==> config.mk <==
export PLATFORM = sky130hd
export DESIGN_NAME = irq_vector_ctl
export DESIGN_NICKNAME = d
export VERILOG_FILES = /design/src/rtl/irq_vector_ctl.sv
export SDC_FILE = /design/constraint.sdc
export NUM_CORES = 1
export LEC_CHECK = 0
export CAP_MARGIN = 20
export CORE_UTILIZATION = 48
export CTS_BUF_LIST = sky130_fd_sc_hd__clkbuf_2
export CTS_CLUSTER_SIZE = 28
export DETAILED_ROUTE_END_ITERATION = 6
export PLACE_DENSITY = 0.76
export SYNTH_ARGS = -nofsm -noshare
export SYNTH_HDL_FRONTEND = slang
export SYNTH_SLANG_ARGS = --single-unit
==> constraint.sdc <==
create_clock -name wb_clk_i -period 2.7 [get_ports wb_clk_i]
set_input_delay 0.27 -clock wb_clk_i [delete_from_list [all_inputs] [get_ports wb_clk_i]]
set_output_delay 0.27 -clock wb_clk_i [all_outputs]
set_load 0.005 [all_outputs]
==> src/rtl/irq_vector_ctl.sv <==
`default_nettype none
// ============================================================================
// Module   : irq_vector_ctl
// Purpose  : Fixed-priority vectored interrupt controller bridging up to four
//            irq/iack requesters to a CPU vector-fetch handshake.
// Revision : 1.0 - initial release
// ============================================================================
module irq_vector_ctl #(
    parameter int         NDEV = 4,
    parameter logic [8:0] VEC0 = 9'o300,
    parameter logic [8:0] VEC1 = 9'o310,
    parameter logic [8:0] VEC2 = 9'o320,
    parameter logic [8:0] VEC3 = 9'o330,
    parameter logic [7:0] TMO  = 8'd255
) (
    input  logic            wb_clk_i,
    input  logic            wb_rst_n_i,
    input  logic [NDEV-1:0] irq_i,
    output logic [NDEV-1:0] iack_o,
    input  logic            ien_i,
    output logic            cpu_virq_o,
    output logic [8:0]      cpu_ivec_o,
    input  logic            cpu_istb_i,
    output logic            cpu_ivld_o,
    output logic            cpu_ierr_o,
    output logic            busy_o
);

    localparam int SELW = 2;

    localparam logic [1:0] S_IDLE = 2'd0;
    localparam logic [1:0] S_REQ  = 2'd1;
    localparam logic [1:0] S_ACK  = 2'd2;
    localparam logic [1:0] S_DONE = 2'd3;

    logic [1:0]      state_q, state_d;
    logic [SELW-1:0] sel_q, sel_d;
    logic [7:0]      tmr_q, tmr_d;
    logic [NDEV-1:0] iack_q, iack_d;
    logic            virq_q, virq_d;
    logic [8:0]      ivec_q, ivec_d;
    logic            ivld_q, ivld_d;
    logic            ierr_q, ierr_d;
    logic            busy_q, busy_d;

    logic [8:0]      w_vec_tbl [NDEV];
    logic [SELW-1:0] w_enc;
    logic            w_req_any;
    logic            w_sel_irq;
    logic [7:0]      w_tmr_dec;
    logic            w_tmo;

    generate
        for (genvar gi = 0; gi < NDEV; gi++) begin : g_vec
            assign w_vec_tbl[gi] = (gi == 0) ? VEC0 :
                                   (gi == 1) ? VEC1 :
                                   (gi == 2) ? VEC2 : VEC3;
        end
    endgenerate

    // Lowest index wins: scan from the top so the last hit is the lowest bit.
    always_comb begin
        w_enc     = '0;
        w_req_any = |irq_i;
        for (int i = NDEV - 1; i >= 0; i--) begin
            if (irq_i[i]) begin
                w_enc = SELW'(i);
            end
        end
    end

    assign w_sel_irq = irq_i[sel_q];
    // Saturating decrement; the timeout fires when the decremented value hits 0.
    assign w_tmr_dec = (tmr_q == 8'd0) ? 8'd0 : tmr_q - 8'd1;
    assign w_tmo     = (w_tmr_dec == 8'd0);

    // State register
    always_ff @(posedge wb_clk_i or negedge wb_rst_n_i) begin
        if (!wb_rst_n_i) begin
            state_q <= S_IDLE;
        end else begin
            state_q <= state_d;
        end
    end

    // Next-state logic
    always_comb begin
        state_d = state_q;
        case (state_q)
            S_IDLE: begin
                if (ien_i && w_req_any) begin
                    state_d = S_REQ;
                end
            end
            S_REQ: begin
                if (cpu_istb_i) begin
                    state_d = S_ACK;
                end else if (!w_sel_irq || !ien_i) begin
                    state_d = S_IDLE;
                end
            end
            S_ACK: begin
                if (!w_sel_irq || w_tmo) begin
                    state_d = S_DONE;
                end
            end
            S_DONE: begin
                if (!cpu_istb_i) begin
                    state_d = S_IDLE;
                end
            end
            default: state_d = S_IDLE;
        endcase
    end

    // Output and datapath next values
    always_comb begin
        sel_d  = sel_q;
        tmr_d  = tmr_q;
        iack_d = iack_q;
        virq_d = virq_q;
        ivec_d = ivec_q;
        ivld_d = 1'b0;
        ierr_d = 1'b0;
        case (state_q)
            S_IDLE: begin
                iack_d = '0;
                virq_d = 1'b0;
                if (ien_i && w_req_any) begin
                    sel_d  = w_enc;
                    ivec_d = w_vec_tbl[w_enc];
                    virq_d = 1'b1;
                end
            end
            S_REQ: begin
                // Acceptance beats a withdraw seen in the same cycle.
                if (cpu_istb_i) begin
                    iack_d = {{(NDEV-1){1'b0}}, 1'b1} << sel_q;
                    virq_d = 1'b0;
                    tmr_d  = TMO;
                end else if (!w_sel_irq || !ien_i) begin
                    virq_d = 1'b0;
                end
            end
            S_ACK: begin
                tmr_d = w_tmr_dec;
                if (!w_sel_irq) begin
                    iack_d = '0;
                    ivld_d = 1'b1;
                end else if (w_tmo) begin
                    iack_d = '0;
                    ivld_d = 1'b1;
                    ierr_d = 1'b1;
                end
            end
            S_DONE: begin
                iack_d = '0;
            end
            default: begin
                iack_d = '0;
                virq_d = 1'b0;
            end
        endcase
        busy_d = (state_d != S_IDLE);
    end

    always_ff @(posedge wb_clk_i or negedge wb_rst_n_i) begin
        if (!wb_rst_n_i) begin
            sel_q  <= '0;
            tmr_q  <= '0;
            iack_q <= '0;
            virq_q <= 1'b0;
            ivec_q <= '0;
            ivld_q <= 1'b0;
            ierr_q <= 1'b0;
            busy_q <= 1'b0;
        end else begin
            sel_q  <= sel_d;
            tmr_q  <= tmr_d;
            iack_q <= iack_d;
            virq_q <= virq_d;
            ivec_q <= ivec_d;
            ivld_q <= ivld_d;
            ierr_q <= ierr_d;
            busy_q <= busy_d;
        end
    end

    assign iack_o     = iack_q;
    assign cpu_virq_o = virq_q;
    assign cpu_ivec_o = ivec_q;
    assign cpu_ivld_o = ivld_q;
    assign cpu_ierr_o = ierr_q;
    assign busy_o     = busy_q;

endmodule
`default_nettype wire

Word level (Yosys, flattened, before mapping)
Index checks and enable logic that the tools add are counted.

operators by class
  shift-type cells = 1
  order comparisons = 2
  reductions and logical operators = 17
  bitwise operators = 1
  muxes and demuxes = 31
  equality and inequality tests = 6
  $add $sub $neg = 1

operator list
  cell                                                         number
  binary-select mux 9 bit (select 2 bit)                       1
  2-to-1 mux 2 bit                                             9
  2-to-1 mux 9 bit                                             2
  zero test 8 bit                                              2
  2-to-1 mux 8 bit                                             2
  one-hot mux 8 bit (2 select lines)                           1
  2-to-1 mux 4 bit                                             3
  one-hot mux 4 bit (3 select lines)                           1
  2-to-1 mux 1 bit                                             9
  one-hot mux 2 bit (4 select lines)                           1
  AND reduction 2 bit                                          4
  subtractor 8 x 1 -> 8 bit (second input constant)            1
  != test 3 bit (second input constant)                        2
  nonzero test 2 bit                                           3
  equality test 2 bit (second input constant)                  2
  OR reduction 4 bit                                           1
  << shifter 1 x 2 -> 4 bit (first input constant)             1
  greater-or-equal comparator 3 bit (second input constant)    1
  less-than comparator 2 x 3 -> 1 bit (second input constant)  1
  inverter 2 -> 3 bit                                          1
  binary-select mux 1 bit (select 2 bit)                       1
  equality test 2 x 1 -> 1 bit (second input constant)         1
  zero test 1 bit                                              2
  zero test 2 bit                                              1
  other kinds (5)                                              6

word-level totals
  bits in registers = 29

Depth between registers and ports, before layout
Gate-level depths: netlist of the first run.

  word-level depth = 8
  depth in mapped cells = 7
  mapped depth without buffers = 7

Worst setup path after synthesis of the first run
OpenSTA, ideal clock, no wires.

  path kind = flip-flop to flip-flop
  from = register tmr_q[0]
  to = register iack_q[3], in the netlist iack_o[3]
  period minus slack after synthesis = 1,765 ps
  path buffers = 0
  slack = 935 ps
  library setup time = 122 ps
  stages on the path, launching flop included = 7
  arrival time = 1,644 ps
  data required time = 2,578 ps
  path through = dfrtp_1 > inv_1 > ha_1 > nor3b_1 > a21o_1 > a32oi_2 > a32o_1

on the way
  cells in the longest elaborated chain, start to end = 5

ends and longest elaborated chain
  what                                                                 line  text
  start: declaration                                                   38    logic [7:0] tmr_q, tmr_d;
  start signal: assignment                                             179   tmr_q <= tmr_d;
  subtractor 8 x 1 -> 8 bit / zero test 8 bit (equally long branches)  74    assign w_tmr_dec = (tmr_q == 8'd0) ? 8'd0 : tmr_q - 8'd1;
  2-to-1 mux 8 bit (*)                                                 74
  zero test 8 bit (*)                                                  75    assign w_tmo = (w_tmr_dec == 8'd0);
  != test 3 bit (no source line) (*)                                   n/a
  AND reduction 2 bit (no source line) (*)                             n/a
  end signal: assignment                                               180   iack_q <= iack_d;
  end: declaration                                                     39    logic [NDEV-1:0] iack_q, iack_d;

Mark *: on every way between the ends. The rest lies on a longest branch, timed or not.
A chain may end at the register's enable or synchronous reset.

Worst setup path after layout of the first run
Ends and elaborated chain as after synthesis.

==> out/results.ini, run 1 <==
[grt]
grt_start_max_net_pins=22
grt.total_usage=0.2103
grt_overflow_total=0
grt_first_pass_wirelength_mm=4.112
antenna_found_initial=0
grt_pass1_vias=971

[yosys]
async_flop_share=1.000
yosysTopAreaCellShare=0.4492
ys_top_cells_by_area=dfrtp_1, nand2_1, buf_4
synth_edf_count=0
synthCells=122
yosys_warnings=0
ys_seq_elements=21
ys_seq_area_frac=0.4492
synth_ff_type=dfrtp_1
post-synth-top-count-cell=dfrtp_1
ys_types=44
synth_largest_area_cell=dfrtp_1
avgSynthCellArea_um2=9.589
synth_area_um2=1170
synth_common_cells=dfrtp_1, nand2_1, a21oi_1, nor2_1, o21ai_0

[floorplan]
die_area_um2=2639
die_width_um=51.37
core_region_area_um2=2255
io_pins=25
placementRows=17
die_y_um=51.37
start_util=0.5189

[timing]
rsz0062_at_grt=no
final.min_clock_period_ps=2020
drv_slew=0
setup_violations=0
max_slew_margin=0.3827
skew_ps=4.731
worst_pin_slew_ps=923.0
clock.fmax_mhz=495.0
fin_setup_tns_ps=0
period_share=0.7482
hold_violations=0

[clock_network]
cts_resized=0
cts_tree=built
cts_hold_buf=0
numClockSinks=21
cts_htree_levels=1
cts_inserted_buffers=3
clockRootBuffer=clkbuf_2
cts_buffer_depth=2
cts_setup_buffers=0
clk_latency_ps=320
clk_pin_slew_ps=190

[drt]
ant_nets=0
wl_per_cell_um=14.15
drtIter0Drc=30
firstDrtPassIters=4
vias=980
wirelength_mm=2.377
viasPerCell=5.833
drcViolationCount=0

[pwr]
p_int_mw=0.7048
power_leakage_nw=0.5458
switching_power_mw=0.4865
power_frac_seq=0.477
sw_frac_of_total=0.4084
p_per_area_nw_per_um2=870.4
vdd_drop_max_mv=0.5780
combPwrFrac=0.411
power_frac_clock=0.112

[final_layout]
syn2layout_area_growth_pct=17.01
nets=150
utilization=0.6071
diodes=0
drive_gt1_frac=0.09286

[hold_path]
hp-class=primary input to async pin

[run_status]
status=completed

[worst_setup_path]
path_class=flop to flop
cp_max_fo=5
cp-start-kind=flop
cp.required_ps=2940
worstPathArrival_ps=2260
cp-end-kind=flop

[placed_design]
io_buffer_count=19
place_congestion=0.8223
dpl.hpwl_mm=1.754

[job]
cap_violations=0

==> layout by cell type, fill, tap and decap left out, types with 2 or more instances in the layout <==
| cell type | Yosys | routed |
|---|---|---|
| dfrtp_1 | 21 | 21 |
| nor3_1 | 2 | 2 |
| clkdlybuf4s50_1 | 0 | 19 |
| nor2_1 | 8 | 8 |
| nand2b_1 | 3 | 3 |
| nor3b_1 | 3 | 3 |
| o221ai_1 | 2 | 2 |
| nor4_1 | 3 | 3 |
| a21o_1 | 2 | 2 |
| nand2_1 | 14 | 14 |
| nand3_1 | 5 | 5 |
| conb_1 | 1 | 5 |
| clkbuf_2 | 1 | 4 |
| o21a_1 | 2 | 2 |
| inv_1 | 3 | 3 |
| o21ai_0 | 8 | 8 |
| a21oi_1 | 8 | 8 |
| a31oi_1 | 2 | 2 |
| o2bb2ai_1 | 2 | 2 |
==> cell type report <==
cell class,instances,area (um2)
fill,203,885.9
multi-input combinational,92,579.3
sequential,21,525.5
timing repair buffer,20,197.7
tap,28,35.03
clock buffer,4,20.02
inverter,3,11.26
==> layer usage <==
| metal | global-route usage | part of all wire | wire (um) | up-vias |
|---|---|---|---|---|
| li1 | - | - | - | 476 |
| met1 | 0.2674 | 0.45 | 1081 | 472 |
| met2 | 0.3463 | 0.50 | 1178 | 28 |
| met3 | 0.03571 | 0.037 | 88 | 4 |
| met4 | 0.09459 | 0.012 | 29 | 0 |
| met5 | 0 | 0 | 0 | - |
==> kinds of logic (layout without fill, tap and decap cells) <==
group           Yosys count  count (layout)  synth area share
simple gates             45              45            0.2000
buf+inv                  13              27           0.06844
mux                       1               1           0.01925
compound gates           38              38            0.2342
fa+ha+maj                 1               1           0.01069
other cells               1               5          0.003205
flops                    21              21            0.4492
xor+xnor                  2               2           0.01498
==> sequential cells by signal (all words and copies together), names as in the netlist, 2 cells and up <==
name and flops:
iack_o 4, cpu_ivec_o 2, tmr_q 8, state_q 2
==> metrics by stage <==
step / instance area, um2 / worst slack [ps] / cells / power (mW) / hold WS [ps]
final: 1369 / 680.0 / 168 / 1.191 / 436.2
after global routing: 1369 / 466.7 / 168 / 1.292 / 526.1
after CTS: 1369 / 711.8 / 168 / 1.196 / 467.7
after detailed placement: 1349 / 680.0 / 164 / 1.065 / 480.5
after global placement: 1349 / 754.5 / 164 / 1.040 / 476.1
after floorplan: 1185 / 934.9 / 126 / 0.8877 / -25.59
==> critical path, stage by stage, from the launching register on <==
cell     delay (ps)
dfrtp_1         450
inv_1            80
ha_1            250
xor2_1          180
nor4_1          460
a21o_1          150
a32oi_2         150
a32o_1          230
==> final timing paths <==
path | start | slack [ps] | depth (start not counted) | end
worst max-delay path | tmr_q[0] | 680 | 7 | iack_o[3]
worst min-delay path | wb_rst_n_i | 440 | 1 | cpu_ivec_o[6]
worst max register to register | tmr_q[0] | 680 | 7 | iack_o[3]
worst min register to register | iack_o[0] | 520 | 1 | iack_o[0]
max in group asynchronous | wb_rst_n_i | 1710 | 1 | tmr_q[1]
min in group wb_clk_i | iack_o[0] | 520 | 1 | iack_o[0]
==> power by group through the flow <==
stage	combinational [mW]	sequential, mW	clock (mW)
floorplan	0.390	0.498	0
global placement	0.475	0.565	0
detailed placement	0.491	0.575	0
CTS	0.492	0.566	0.138
global route	0.548	0.598	0.145
finish	0.490	0.569	0.133
No activity file was read; power rests on OpenSTA's default activity.
==> inputs of run 2 (changes only) <==
Settings changed: CORE_UTILIZATION 48 to 47, PLACE_DENSITY 0.76 to 0.78.
Clock period 2.7 ns to 1.6 ns, I/O delays scaled along.
==> out/results.ini, run 2 (synthesized netlist as in run 1, its figures left out) <==
[final_layout]
drive_gt1_frac=0.3693  ; +0.2765
final_cell_area_um2=1744  ; +27%
largest_reg_flops=8  ; unchanged
nets=186  ; +24%
final_cell_mix=buf_4, dfrtp_1, clkdlybuf4s50_1
syn2layout_area_growth_pct=49.09
n_fill_cell=142  ; -30%
diodes=0  ; unchanged
top_register=tmr_q
layout_commonest_cell=buf_4
utilization=0.7664  ; +0.1593

[floorplan]
placementRows=17  ; unchanged
core_region_area_um2=2276  ; +0.94%
start_util=0.5140  ; -0.004849
io_pins=25  ; unchanged
die_area_um2=2693  ; +2.0%
die_width_um=51.89  ; +1.0%
die_y_um=51.89  ; +1.0%

[timing]
setup_violations=15  ; +15
final.min_clock_period_ps=1834  ; -185.6 ps
hold_violations=0  ; unchanged
rsz0062_at_grt=yes
skew_ps=4.590  ; -0.1418 ps
period_share=1.147  ; +0.3984
fin_setup_tns_ps=-1466  ; -1466 ps
setup_ws_ps=-234.5  ; -914.4 ps
drv_slew=0  ; unchanged
clock.fmax_mhz=545.1  ; +10%

[worst_setup_path]
cp_max_fo=6  ; +1
cp.required_ps=1830  ; -1110 ps
path_class=flop to flop
worstPathArrival_ps=2060  ; -200 ps
cp-start-kind=flop
cp-end-kind=flop

[clock_network]
numClockSinks=21  ; unchanged
cts_buffer_depth=2  ; unchanged
clockRootBuffer=clkbuf_2
clk_pin_slew_ps=200  ; about the same
cts_inserted_buffers=3  ; unchanged
cts_tree=built
cts_htree_levels=1  ; unchanged
cts_hold_buf=0  ; unchanged
clk_latency_ps=340  ; +20 ps

[drt]
vias=1212  ; +24%
ant_nets=0  ; unchanged
drcViolationCount=0  ; unchanged
drtIter0Drc=53  ; +77%
firstDrtPassIters=4  ; unchanged
wirelength_mm=3.464  ; +46%
wl_per_cell_um=16.98  ; +20%
viasPerCell=5.941  ; +1.8%

[job]
cap_violations=0  ; unchanged

[pwr]
power_frac_seq=0.309  ; -0.168
power_leakage_nw=0.7370  ; +35%
switching_power_mw=1.119  ; +130%
power_mw=2.742  ; +130%
power_frac_clock=0.087  ; -0.025
combPwrFrac=0.604  ; +0.193
sw_frac_of_total=0.4082  ; about the same
vdd_drop_max_mv=1.253  ; +120%
p_per_area_nw_per_um2=1572  ; +81%
p_int_mw=1.623  ; +130%

[grt]
grt_pass1_vias=1108  ; +14%
grt.total_usage=0.2571  ; +0.04685
grt_first_pass_wirelength_mm=5.009  ; +22%
grt_start_max_net_pins=22  ; unchanged
grt_overflow_total=0  ; unchanged
antenna_found_initial=0  ; unchanged

[placed_design]
dpl.hpwl_mm=2.067  ; +18%
place_congestion=0.8390  ; +2.0%
io_buffer_count=19  ; unchanged
dpl_cell_area_um2=1560  ; +16%
pre_cts_slack_ps=-192.3  ; -872.3 ps

[run_status]
violations=negative setup slack
status=complete, but fails checks

[hold_path]
hp-class=primary input to async pin

-- run 2: stage by stage --
step,std cells,hold WS [ps]
after floorplan,126,-135.6
after global placement,190,472.3
after detailed placement,190,473.5
after CTS,197,146.2
after global routing,204,128.7
final,204,130.3
-- run 2: final cells by class --
cell class	count	area [um2]	area share
clock buffers	4	20.02	0.01148
inverters	3	11.26	0.006456
multi-input cells	92	676.9	0.3881
flip-flops and latches	21	525.5	0.3013
well taps	28	35.03	0.02009
repair buffers	56	475.5	0.2726
-- run 2: worst paths after layout --
path / start / to / slack (ps) / depth (start not counted)
worst max-delay path: tmr_q[1] / tmr_q[2] / -230 / 6
worst min-delay path: wb_rst_n_i / cpu_ierr_o / 130 / 2
worst max register to register: tmr_q[1] / tmr_q[2] / -230 / 6
worst min register to register: iack_o[0] / iack_o[0] / 520 / 1
max in group asynchronous: wb_rst_n_i / iack_o[1] / 1260 / 2
min in group wb_clk_i: iack_o[0] / iack_o[0] / 520 / 1
-- run 2: what timing repair did --
item / CTS / global route
setup buffers: 4 / 7
pin swaps: 11 / 8
resized for setup: 12 / 7
endpoints found under the setup margin: 14 / 18
-- run 2: routing by layer --
metal  vias up  wire length (um)  global-route usage
met2        67              1665              0.4145
met1       582              1361              0.3377
li1        549                 -                   -
met4         0               151              0.1036
met5         -                 0                   0
met3        14               286             0.04678
-- run 2: power by group through the flow --
stage | registers, mW | logic [mW] | clock network [mW]
2_1_floorplan | 0.848 | 0.688 | 0
6_report | 0.847 | 1.66 | 0.239
3_3_place_gp | 0.826 | 1.22 | 0
4_1_cts | 0.833 | 1.44 | 0.235
5_1_grt | 0.864 | 1.77 | 0.266
3_5_place_dp | 0.838 | 1.27 | 0
-- run 2: worst max-delay path: stages, from the launching register on --
cell and delay [ps]:
dfrtp_1 450, inv_2 90, ha_4 150, nor3b_4 310, nand3_1 220, a31oi_1 330, o21ai_0 160
==> inputs of run 3 (changes only) <==
Settings changed: CTS_CLUSTER_DIAMETER set to 150.
==> results of run 3 <==
Final layout, timing and power as in run 2 (identical DEF).
